[config.mk]
export PLATFORM = sky130hd
export DESIGN_NAME = mem_access_ctrl
export DESIGN_NICKNAME = d
export VERILOG_FILES = /design/src/rtl/lc3b_types.sv /design/src/rtl/mem_access_ctrl.sv
export SDC_FILE = /design/constraint.sdc
export NUM_CORES = 1
export LEC_CHECK = 0
export ABC_AREA = 1
export CORE_MARGIN = 2
export CORE_UTILIZATION = 42
export CTS_CLUSTER_SIZE = 12
export DETAILED_ROUTE_END_ITERATION = 7
export GPL_TIMING_DRIVEN = 0
export PLACE_DENSITY = 0.92
export SYNTH_ARGS = -nofsm -noshare
export SYNTH_HDL_FRONTEND = slang
export SYNTH_SLANG_ARGS = --single-unit
[constraint.sdc]
create_clock -name clk -period 1.8 [get_ports clk]
set_clock_uncertainty 0.05 [all_clocks]
set_input_delay 0.18 -clock clk [delete_from_list [all_inputs] [get_ports clk]]
set_output_delay 0.18 -clock clk [all_outputs]
set_load 0.005 [all_outputs]
[src/rtl/lc3b_types.sv]
// ---------------------------------------------------------------------------
// lc3b_types
// Shared LC-3b type definitions used across the pipeline.
//   lc3b_word    : 16-bit machine word
//   lc3b_mem_op  : memory operation carried by an instruction into the MEM stage
// Small helpers classify an operation so every consumer decodes it identically.
// ---------------------------------------------------------------------------
package lc3b_types;

  typedef logic [15:0] lc3b_word;

  typedef enum logic [2:0] {
    NONE = 3'd0,
    LDW  = 3'd1,
    LDB  = 3'd2,
    STW  = 3'd3,
    STB  = 3'd4,
    LDI  = 3'd5,
    STI  = 3'd6
  } lc3b_mem_op;

  // Indirect operations fetch a pointer word before the real access
  function automatic logic isIndirect(input lc3b_mem_op op);
    return (op == LDI) || (op == STI);
  endfunction

  // Byte-sized accesses use the unaligned address and a single lane
  function automatic logic isByte(input lc3b_mem_op op);
    return (op == LDB) || (op == STB);
  endfunction

  function automatic logic isLoad(input lc3b_mem_op op);
    return (op == LDW) || (op == LDB) || (op == LDI);
  endfunction

  function automatic logic isStore(input lc3b_mem_op op);
    return (op == STW) || (op == STB) || (op == STI);
  endfunction

endpackage

[src/rtl/mem_access_ctrl.sv]
// ---------------------------------------------------------------------------
// mem_access_ctrl
// MEM-stage controller for the LC-3b pipeline. Accepts one memory instruction
// at a time, optionally performs the pointer fetch for LDI/STI, then performs
// the data access and pulses done so the MEM/WB register can load.
//
// Ports
//   clk, rst_n          : clock (rising edge), asynchronous active-low reset
//   valid_in, op_in     : instruction present in MEM and its memory operation
//   addr_in, wdata_in   : effective address and store data
//   mem_resp, mem_rdata : data-memory handshake and read data
//   mem_read/mem_write  : memory strobes (never both high)
//   mem_address         : access address (word-aligned for word accesses)
//   mem_wdata           : store data (byte replicated on both lanes for STB)
//   mem_byte_enable     : lane enables
//   stall_out           : hold upstream pipeline registers
//   done                : one-cycle load enable for MEM/WB
//   mdr_out, mar_out    : raw read word and final access address
// ---------------------------------------------------------------------------
module mem_access_ctrl
  import lc3b_types::*;
(
  input  logic       clk,
  input  logic       rst_n,
  input  logic       valid_in,
  input  lc3b_mem_op op_in,
  input  lc3b_word   addr_in,
  input  lc3b_word   wdata_in,
  input  logic       mem_resp,
  input  lc3b_word   mem_rdata,
  output logic       mem_read,
  output logic       mem_write,
  output lc3b_word   mem_address,
  output lc3b_word   mem_wdata,
  output logic [1:0] mem_byte_enable,
  output logic       stall_out,
  output logic       done,
  output lc3b_word   mdr_out,
  output lc3b_word   mar_out
);

  typedef enum logic [1:0] {
    IDLE = 2'd0,
    IND  = 2'd1,
    ACC  = 2'd2,
    DONE = 2'd3
  } state_t;

  state_t     r_state;
  lc3b_mem_op r_op;
  lc3b_word   r_mar;
  lc3b_word   r_mdr;
  lc3b_word   r_wdata;

  logic w_accept;
  logic w_inInd;
  logic w_inAcc;
  logic w_busy;
  logic w_byteAcc;

  assign w_accept  = valid_in && (op_in != NONE);
  assign w_inInd   = (r_state == IND);
  assign w_inAcc   = (r_state == ACC);
  assign w_busy    = w_inInd || w_inAcc;
  assign w_byteAcc = w_inAcc && isByte(r_op);

  // Transaction sequencer. The instruction is captured once in IDLE and the
  // pipeline inputs are not looked at again until the next IDLE, so whatever
  // upstream does while stalled (or during the DONE cycle) cannot disturb or
  // re-trigger the access. In IND the returned pointer replaces the address,
  // which is why mar_out ends up holding the final access address. Stores
  // leave mdr untouched so the last loaded word stays visible downstream.
  always_ff @(posedge clk or negedge rst_n) begin
    if (!rst_n) begin
      r_state <= IDLE;
      r_op    <= NONE;
      r_mar   <= '0;
      r_mdr   <= '0;
      r_wdata <= '0;
    end else begin
      case (r_state)
        IDLE: begin
          if (w_accept) begin
            r_op    <= op_in;
            r_mar   <= addr_in;
            r_wdata <= wdata_in;
            r_state <= isIndirect(op_in) ? IND : ACC;
          end
        end
        IND: begin
          if (mem_resp) begin
            r_mar   <= mem_rdata;
            r_state <= ACC;
          end
        end
        ACC: begin
          if (mem_resp) begin
            if (isLoad(r_op)) begin
              r_mdr <= mem_rdata;
            end
            r_state <= DONE;
          end
        end
        DONE: begin
          r_state <= IDLE;
        end
        default: begin
          r_state <= IDLE;
        end
      endcase
    end
  end

  // Memory-side outputs are decoded from the registered state only, so the
  // strobes cannot glitch with pipeline inputs and drop as soon as reset
  // forces IDLE. Outside IND/ACC the bus is parked at zero.
  // The pointer fetch in IND is always a full aligned word.
  assign mem_read  = w_inInd || (w_inAcc && isLoad(r_op));
  assign mem_write = w_inAcc && isStore(r_op);

  assign mem_address = !w_busy   ? '0 :
                       w_byteAcc ? r_mar :
                                   {r_mar[15:1], 1'b0};

  assign mem_byte_enable = !w_busy    ? 2'b00 :
                           !w_byteAcc ? 2'b11 :
                           r_mar[0]   ? 2'b10 : 2'b01;

  // The store byte is copied onto both lanes so the enabled lane is correct
  // whichever half of the word the address selects.
  assign mem_wdata = !mem_write    ? '0 :
                     (r_op == STB) ? {r_wdata[7:0], r_wdata[7:0]} :
                                     r_wdata;

  // The IDLE term lets the stall rise in the same cycle the instruction shows
  // up, before the state register has moved. Reset masks it so the pipeline
  // is released while the block is held in reset.
  assign stall_out = rst_n && (((r_state == IDLE) && w_accept) || w_busy);
  assign done      = (r_state == DONE);
  assign mdr_out   = r_mdr;
  assign mar_out   = r_mar;

endmodule

==> flow_summary_export.csv, run 1 <==
group,metric,value,unit
power,power,8.27,mW
detailed_routing,detail-route-antenna-nets,0,
die,io_pins,125,
cts,htreeDepth,2,
worst_hold_path,hold_class,"primary input to asynchronous set/reset pin",
worst_setup_path,r2r.worst_path.cells,9,
timing,final_critical_path_setup_slack,-0.0511,ns
synth,register_area_share_after_synthesis,47.2,%
global_route,grt_antenna_before_repair,0,
cells_and_area,final_util,72.6,%
worst_setup_path,crit_path_max_fanout,4,
cells_and_area,diodes,0,
synth,mappedNetlistNets,438,
timing,setup-tns-final,-0.141,ns
die,coreArea,0.00642,mm²
detailed_routing,detailroute.via_count,3156,
global_route,grt_pass1_wl,14.8,mm
synth,netlist_instances,378,
cts,numClockSinks,53,
run,cap_violations,0,
cells_and_area,highest_count_cells_in_the_layout_ignoring_fill_and_taps,"sky130_fd_sc_hd__nand2_1 (108), sky130_fd_sc_hd__clkdlybuf4s50_1 (86), sky130_fd_sc_hd__inv_1 (49), sky130_fd_sc_hd__dfrtp_1 (49), sky130_fd_sc_hd__o21ai_0 (36)",
worst_setup_path,worst_r2r_startpoint,"r_state[1]",
power,leakagePower,2.46,nW
cts,path_clk_slew,0.10,ns
die,floorplan.initialDensity,43.8,%
worst_setup_path,rrSetupSlack,0.09,ns
cells_and_area,finished_layout_cell_area,0.00466,mm²
cells_and_area,layout_commonest_cell,"sky130_fd_sc_hd__nand2_1",
detailed_routing,remaining_drc_errors,10,
timing,finalHoldWorstSlack,0.302,ns
cells_and_area,multiInputGateArea,0.00134,mm²
timing,rsz0062_at_grt,"yes",
power,cellPowerDensity,1770,mW/mm²
outcome,run_status,"finished with violations",
worst_setup_path,worst_path_most_repeated_cell,"sky130_fd_sc_hd__buf_6",
place,gpl.final_weighted_congestion,0.963,
outcome,violations,"DRC, setup timing",
synth,netlist_area,0.00281,mm²
worst_setup_path,setup.worst_path.start_class,"flop",
worst_setup_path,cpMaxStageDelayCell,"sky130_fd_sc_hd__dfrtp_1",
timing,timing.final.crit_period,1.85,ns
detailed_routing,routedWlPerCell,15.6,µm
place,dp_hpwl,6.38,mm
worst_setup_path,worst-endpoint-arrival,1.62,ns
timing,hold_viol,0,
detailed_routing,drt-total-wl,9.64,mm
die,die_height,85.8,µm
worst_setup_path,crit_chain,"inv_2 > buf_6 > ha_4 > buf_6 > inv_1 > a21boi_1 > buf_2",
timing,finalSetupViolCount,8,
synth,post_synth_num_cell_types,24,
worst_setup_path,worst_r2r_endpoint,"mar_out[10]",
detailed_routing,drt-vias-per-instance,5.10,
worst_setup_path,path_class,"flop to output pin",
cells_and_area,final_layout_size_suffix_gt1_share,28.2,%
cts,clock_tree_from_tritoncts,"built",
worst_setup_path,worst_setup_path_end_kind,"output pin",
global_route,gr-total-overflow,0,
timing,worst_slew_pin_slew,0.486,ns
die,fp.dieW,85.8,µm
cells_and_area,register_area,0.00133,mm²
power,worst_ir_drop_vdd,0.000747,V
die,die_area,0.00736,mm²
place,postPlaceCellArea,0.00416,mm²
cells_and_area,finish.net_count,601,
synth,ys_seq_elements,53,
cts,tritoncts.num_buffers,5,
die,rows,29,
global_route,grtUsageTotal,25.3,%
timing,maxClockFrequency,0.540,GHz
place,port_buffers,124,
cells_and_area,filler_cell_count,463,
global_route,grt_start_max_net_pins,35,
synth,avgSynthCellArea,7.43,µm²
global_route,first_global_vias,3123,
cts,source_to_sink_clock_delay_at_the_later_pin_of_the_worst_skew_pair,0.31,ns
cells_and_area,area_growth,65.9,%
cts,cts.root.buffer_cell,"sky130_fd_sc_hd__clkbuf_8",
detailed_routing,drt_iter0_drc,157,
cts,clock_tree.buffer_depth,2,
timing,final_min_period_over_clock_period,103,%
synth,total_of_warnings_raised_by_yosys,0,
timing,slew_viol_final,0,
worst_setup_path,critical_path.max_stage_delay,0.38,ns
timing,slew_headroom,67.6,%
detailed_routing,drt_pre_antenna_iters,7,
worst_setup_path,cp.required,1.57,ns
-- registers in the layout, summed over array words and instances (netlist names) --
name     count
mar_out     16
r_state      2
r_wdata     16
mdr_out     16
r_op         3
-- layer usage --
metal | track usage [%] | part of all wire, % | vias to the layer above | wire length [µm]
li1 | - | - | 1489 | -
met1 | 31.0 | 39 | 1481 | 3750
met2 | 45.8 | 52 | 164 | 4990
met3 | 4.23 | 7.2 | 22 | 695
met4 | 7.07 | 2.1 | 0 | 198
met5 | 0 | 0 | - | 0
-- layout make-up --
class                      count  share of cell area (%)
buffer                        16                    2.98
timing repair buffer         157                    30.0
sequential                    53                    28.5
multi-input combinational    245                    28.6
clock buffer                   5                    1.48
clock inverter                 3                    1.02
tap                           77                    2.07
inverter                      63                    5.29
-- Yosys cell counts, drive strengths merged --
cell type | count | share of area (%)
nor2 | 19 | 2.7
nand3 | 25 | 4.8
o21ai | 45 | 8.0
o211ai | 1 | 0.45
dfrtp | 53 | 47
nand4 | 3 | 0.89
buf | 10 | 2.8
nand2 | 128 | 18
inv | 63 | 8.4
clkbuf | 8 | 1.1
ha | 5 | 2.2
a21boi | 1 | 0.27
a21oi | 17 | 3.4
-- cell families (layout without fill, tap and decap cells) --
logic type      count (synthesis)  in the layout  synth area share (%)
fa+ha+maj                       5              5                  2.23
simple gates                  175            175                  26.0
compound gates                 64             65                  12.2
flops                          53             53                  47.2
buf+inv                        81            244                  12.4
-- worst max-delay path, delay by kind of cell (launching register included) --
family	cells	cell delay [ns]
buffers and inverters	5	0.52
DFF	1	0.38
adders and majority gates	1	0.29
AOI/OAI and AO/OA	1	0.15
-- stage by stage --
stage          setup WS (ns)  instances
4_1_cts              -0.0942        614
2_1_floorplan          0.279        378
6_report             -0.0511        619
3_3_place_gp           -1.56        579
3_5_place_dp          -0.528        580
5_1_grt              -0.0939        619
-- timing repair --
item | CTS | global route
pin swaps | 7 | 12
endpoints found under the setup margin | 37 | 62
gates resized for setup | 183 | 74
hold buffers | 1 | 0
gates cloned | 3 | 0
hold endpoints to repair | 19 | 0
setup buffers | 23 | 10
-- worst max path at each step --
stage	from	to	depth (start not counted)
6_report	r_state[0]	stall_out	7
5_1_grt	r_state[0]	stall_out	7
2_1_floorplan	r_state[0]	mem_address[10]	6
4_1_cts	r_state[1]	mem_byte_enable[1]	7
3_3_place_gp	rst_n	stall_out	3
3_5_place_dp	r_state[1]	mem_address[10]	7
-- report_power, final --
| group | switching [mW] | total [mW] | internal (mW) |
|---|---|---|---|
| sequential | 0.507 | 2.27 | 1.77 |
| combinational | 2.57 | 5.15 | 2.58 |
| clock | 0.418 | 0.843 | 0.425 |
(Power assumes the default switching activity.)
==> run 2, diff against run 1 <==
--- a/config.mk
+++ b/config.mk
@@ -7,6 +7,9 @@
 export LEC_CHECK = 0
 export ABC_AREA = 1
+export CAP_MARGIN = 20
+export CELL_PAD_IN_SITES_DETAIL_PLACEMENT = 1
+export CELL_PAD_IN_SITES_GLOBAL_PLACEMENT = 1
 export CORE_MARGIN = 2
-export CORE_UTILIZATION = 42
+export CORE_UTILIZATION = 29
 export CTS_CLUSTER_SIZE = 12
 export DETAILED_ROUTE_END_ITERATION = 7
==> constraint.sdc (replaced) <==
create_clock -name clk -period 1.8 [get_ports clk]
set_clock_uncertainty 0.05 [all_clocks]
set_input_delay 0.36 -clock clk [delete_from_list [all_inputs] [get_ports clk]]
set_output_delay 0.36 -clock clk [all_outputs]
set_load 0.005 [all_outputs]
==> run 2 against run 1 <==
Against the previous run:
- the flow finishes with violations (setup timing)
- count of clock-buffer cells in the layout increased by 1
- routed wire length increased by 33%
- core utilization decreased by 18 points
- first-iteration DRC count decreased by 38%
- setup slack got worse by 0.24 ns
==> flow_summary_export.csv, run 2 (synthesized netlist as in run 1, its figures left out) <==
group,metric,value,unit
outcome,run_status,"finished with violations",
outcome,violations,"setup timing",
cts,clock_tree.buffer_depth,2,
cells_and_area,final_util,54.7,%
detailed_routing,detailroute.via_count,3324,
timing,hold_viol,0,
global_route,grt_pass1_wl,18.6,mm
global_route,first_global_vias,3637,
place,dp_hpwl,7.82,mm
worst_setup_path,worst-endpoint-arrival,1.68,ns
timing,worst_slew_pin_slew,0.871,ns
detailed_routing,drt_pre_antenna_iters,4,
global_route,grtUsageTotal,23.0,%
timing,rsz0062_at_grt,"yes",
detailed_routing,drt-total-wl,12.8,mm
timing,slew_viol_final,0,
place,port_buffers,124,
global_route,use_met2,43.0,%
power,cellPowerDensity,1880,mW/mm²
detailed_routing,remaining_drc_errors,0,
worst_setup_path,worst_setup_path_end_kind,"output pin",
timing,maxClockFrequency,0.479,GHz
timing,slew_headroom,41.7,%
power,share_seq_of_total_power,24.2,%
timing,final_critical_path_setup_slack,-0.289,ns
global_route,grt_start_max_net_pins,23,
detailed_routing,drt_iter0_drc,97,
cts,cts.root.buffer_cell,"sky130_fd_sc_hd__clkbuf_8",
cells_and_area,finish.net_count,618,
timing,final_min_period_over_clock_period,116,%
power,power.switching_fraction,43.7,%
worst_setup_path,path_class,"flop to output pin",
timing,setup-tns-final,-8.34,ns
detailed_routing,detail-route-antenna-nets,0,
die,coreArea,0.00933,mm²
die,rows,35,
die,floorplan.initialDensity,30.1,%
die,fp.dieW,102,µm
global_route,top_usage_layer,"met2",
worst_setup_path,crit_path_max_fanout,4,
detailed_routing,drt-vias-per-instance,4.83,
power,power,9.60,mW
cells_and_area,area_growth,81.7,%
worst_hold_path,hold_class,"flop to flop",
run,cap_violations,0,
cts,clock_tree_from_tritoncts,"built",
power,clock_power_share,8.1,%
power,power_switching,4.19,mW
cts,htreeDepth,2,
cells_and_area,layout_commonest_cell,"sky130_fd_sc_hd__nand2_1",
cts,source_to_sink_clock_delay_at_the_later_pin_of_the_worst_skew_pair,0.32,ns
detailed_routing,routedWlPerCell,18.6,µm
worst_setup_path,timing.critical_path.max_delay_family,"buffers and inverters",
worst_setup_path,critical_path.max_stage_delay,0.38,ns
cts,numClockSinks,53,
die,die_height,102,µm
cts,tritoncts.num_buffers,5,
power,internal_power,5.40,mW
cells_and_area,final_layout_size_suffix_gt1_share,34.0,%
timing,timing.final.crit_period,2.09,ns
worst_setup_path,setup.worst_path.start_class,"flop",
global_route,grt_antenna_before_repair,0,
worst_setup_path,worst_path_most_repeated_cell,"sky130_fd_sc_hd__buf_6",
power,worst_ir_drop_vdd,0.000676,V
die,io_pins,125,
die,die_area,0.0105,mm²
power,leakagePower,2.62,nW
global_route,grtUsageMet1,26.0,%
place,gpl.final_weighted_congestion,0.819,
global_route,gr-total-overflow,0,
global_route,use_met3,4.58,%
power,pwr-share-comb,67.7,%
cts,path_clk_slew,0.11,ns
cells_and_area,highest_count_cells_in_the_layout_ignoring_fill_and_taps,"sky130_fd_sc_hd__nand2_1 (101), sky130_fd_sc_hd__clkdlybuf4s50_1 (82), sky130_fd_sc_hd__dfrtp_1 (50), sky130_fd_sc_hd__buf_6 (46), sky130_fd_sc_hd__inv_1 (40)",
worst_setup_path,crit_chain,"inv_2 > buf_6 > ha_4 > buf_6 > buf_6 > nand2_2 > inv_1 > buf_2",
cells_and_area,diodes,0,
timing,finalHoldWorstSlack,0.461,ns
worst_setup_path,cpMaxStageDelayCell,"sky130_fd_sc_hd__dfrtp_1",
timing,finalSetupViolCount,37,
worst_setup_path,cp.required,1.39,ns
worst_setup_path,critical_path.n_buffers_inverters,6,
[run 2: changes by cell type in the layout (fill, tap and decap cells not counted), sizes merged]
cell / previous run / this run
clkinvlp: 0 / 1
clkdlybuf4s50: 86 / 82
buf: 78 / 96
inv: 65 / 62
clkinv: 0 / 2
clkbuf: 13 / 10
dlygate4sd2: 0 / 4
bufinv: 1 / 0
nor2: 19 / 20
dlygate4sd3: 1 / 3
[run 2: per-stage QoR]
| stage | area, µm² | instances | worst slack [ns] |
|---|---|---|---|
| CTS | 4810 | 678 | -0.258 |
| detailed placement | 4230 | 632 | -0.776 |
| global route | 5100 | 688 | -0.337 |
| floorplan | 2810 | 378 | 0.0989 |
| finish | 5100 | 688 | -0.289 |
| global placement | 4210 | 631 | -2.01 |
[run 2: layout make-up]
| class | instances | area [µm²] |
|---|---|---|
| fillers | 1116 | 4220 |
| repair buffers | 175 | 1710 |
| multi-input cells | 246 | 1430 |
| flip-flops and latches | 53 | 1330 |
| inverters | 63 | 253 |
| well taps | 129 | 161 |
| plain buffers | 14 | 126 |
| clock buffers | 6 | 82.6 |
| clock inverters | 2 | 17.5 |
[run 2: power by group through the flow]
stage	Combinational (mW)	Sequential (mW)	Clock (mW)
after global routing	6.95	2.38	0.840
after detailed placement	4.21	2.20	0
after floorplan	1.97	2.11	0
after global placement	3.97	2.16	0
after CTS	5.57	2.25	0.758
final	6.50	2.33	0.776
[run 2: path summary, 6_finish.rpt]
kind | startpoint | to | slack [ns] | depth (start not counted)
worst min register to register | r_wdata[12] | r_wdata[12] | 0.46 | 2
worst max-delay path | r_state[0] | mem_address[15] | -0.29 | 8
min in group asynchronous | rst_n | r_wdata[11] | 0.54 | 3
worst max register to register | r_state[1] | mar_out[9] | 0.02 | 10
worst min-delay path | r_wdata[12] | r_wdata[12] | 0.46 | 2
max in group asynchronous | rst_n | r_state[1] | 0.32 | 3
[run 2: what timing repair did]
action / 4_1_cts / 5_1_grt
endpoints found under the hold margin: 13 / 0
buffers inserted: 34 / 12
endpoints found under the setup margin: 49 / 51
gates cloned: 4 / 1
hold buffers: 3 / 0
gates resized for setup: 260 / 52
pin swaps: 13 / 15
[run 2: metal layers]
metal / part of all wire [%] / wire (µm)
met2: 54 / 6860
met1: 39 / 4950
met5: 0 / 0
met4: 2.6 / 338
met3: 5.3 / 675
[run 2: worst min-delay path: cells and delay by family (launching register included)]
kind             cells  cell delay (ns)
flip-flops           1             0.37
AND/OR/NAND/NOR      1             0.05
AO/OA/AOI/OAI        1             0.06
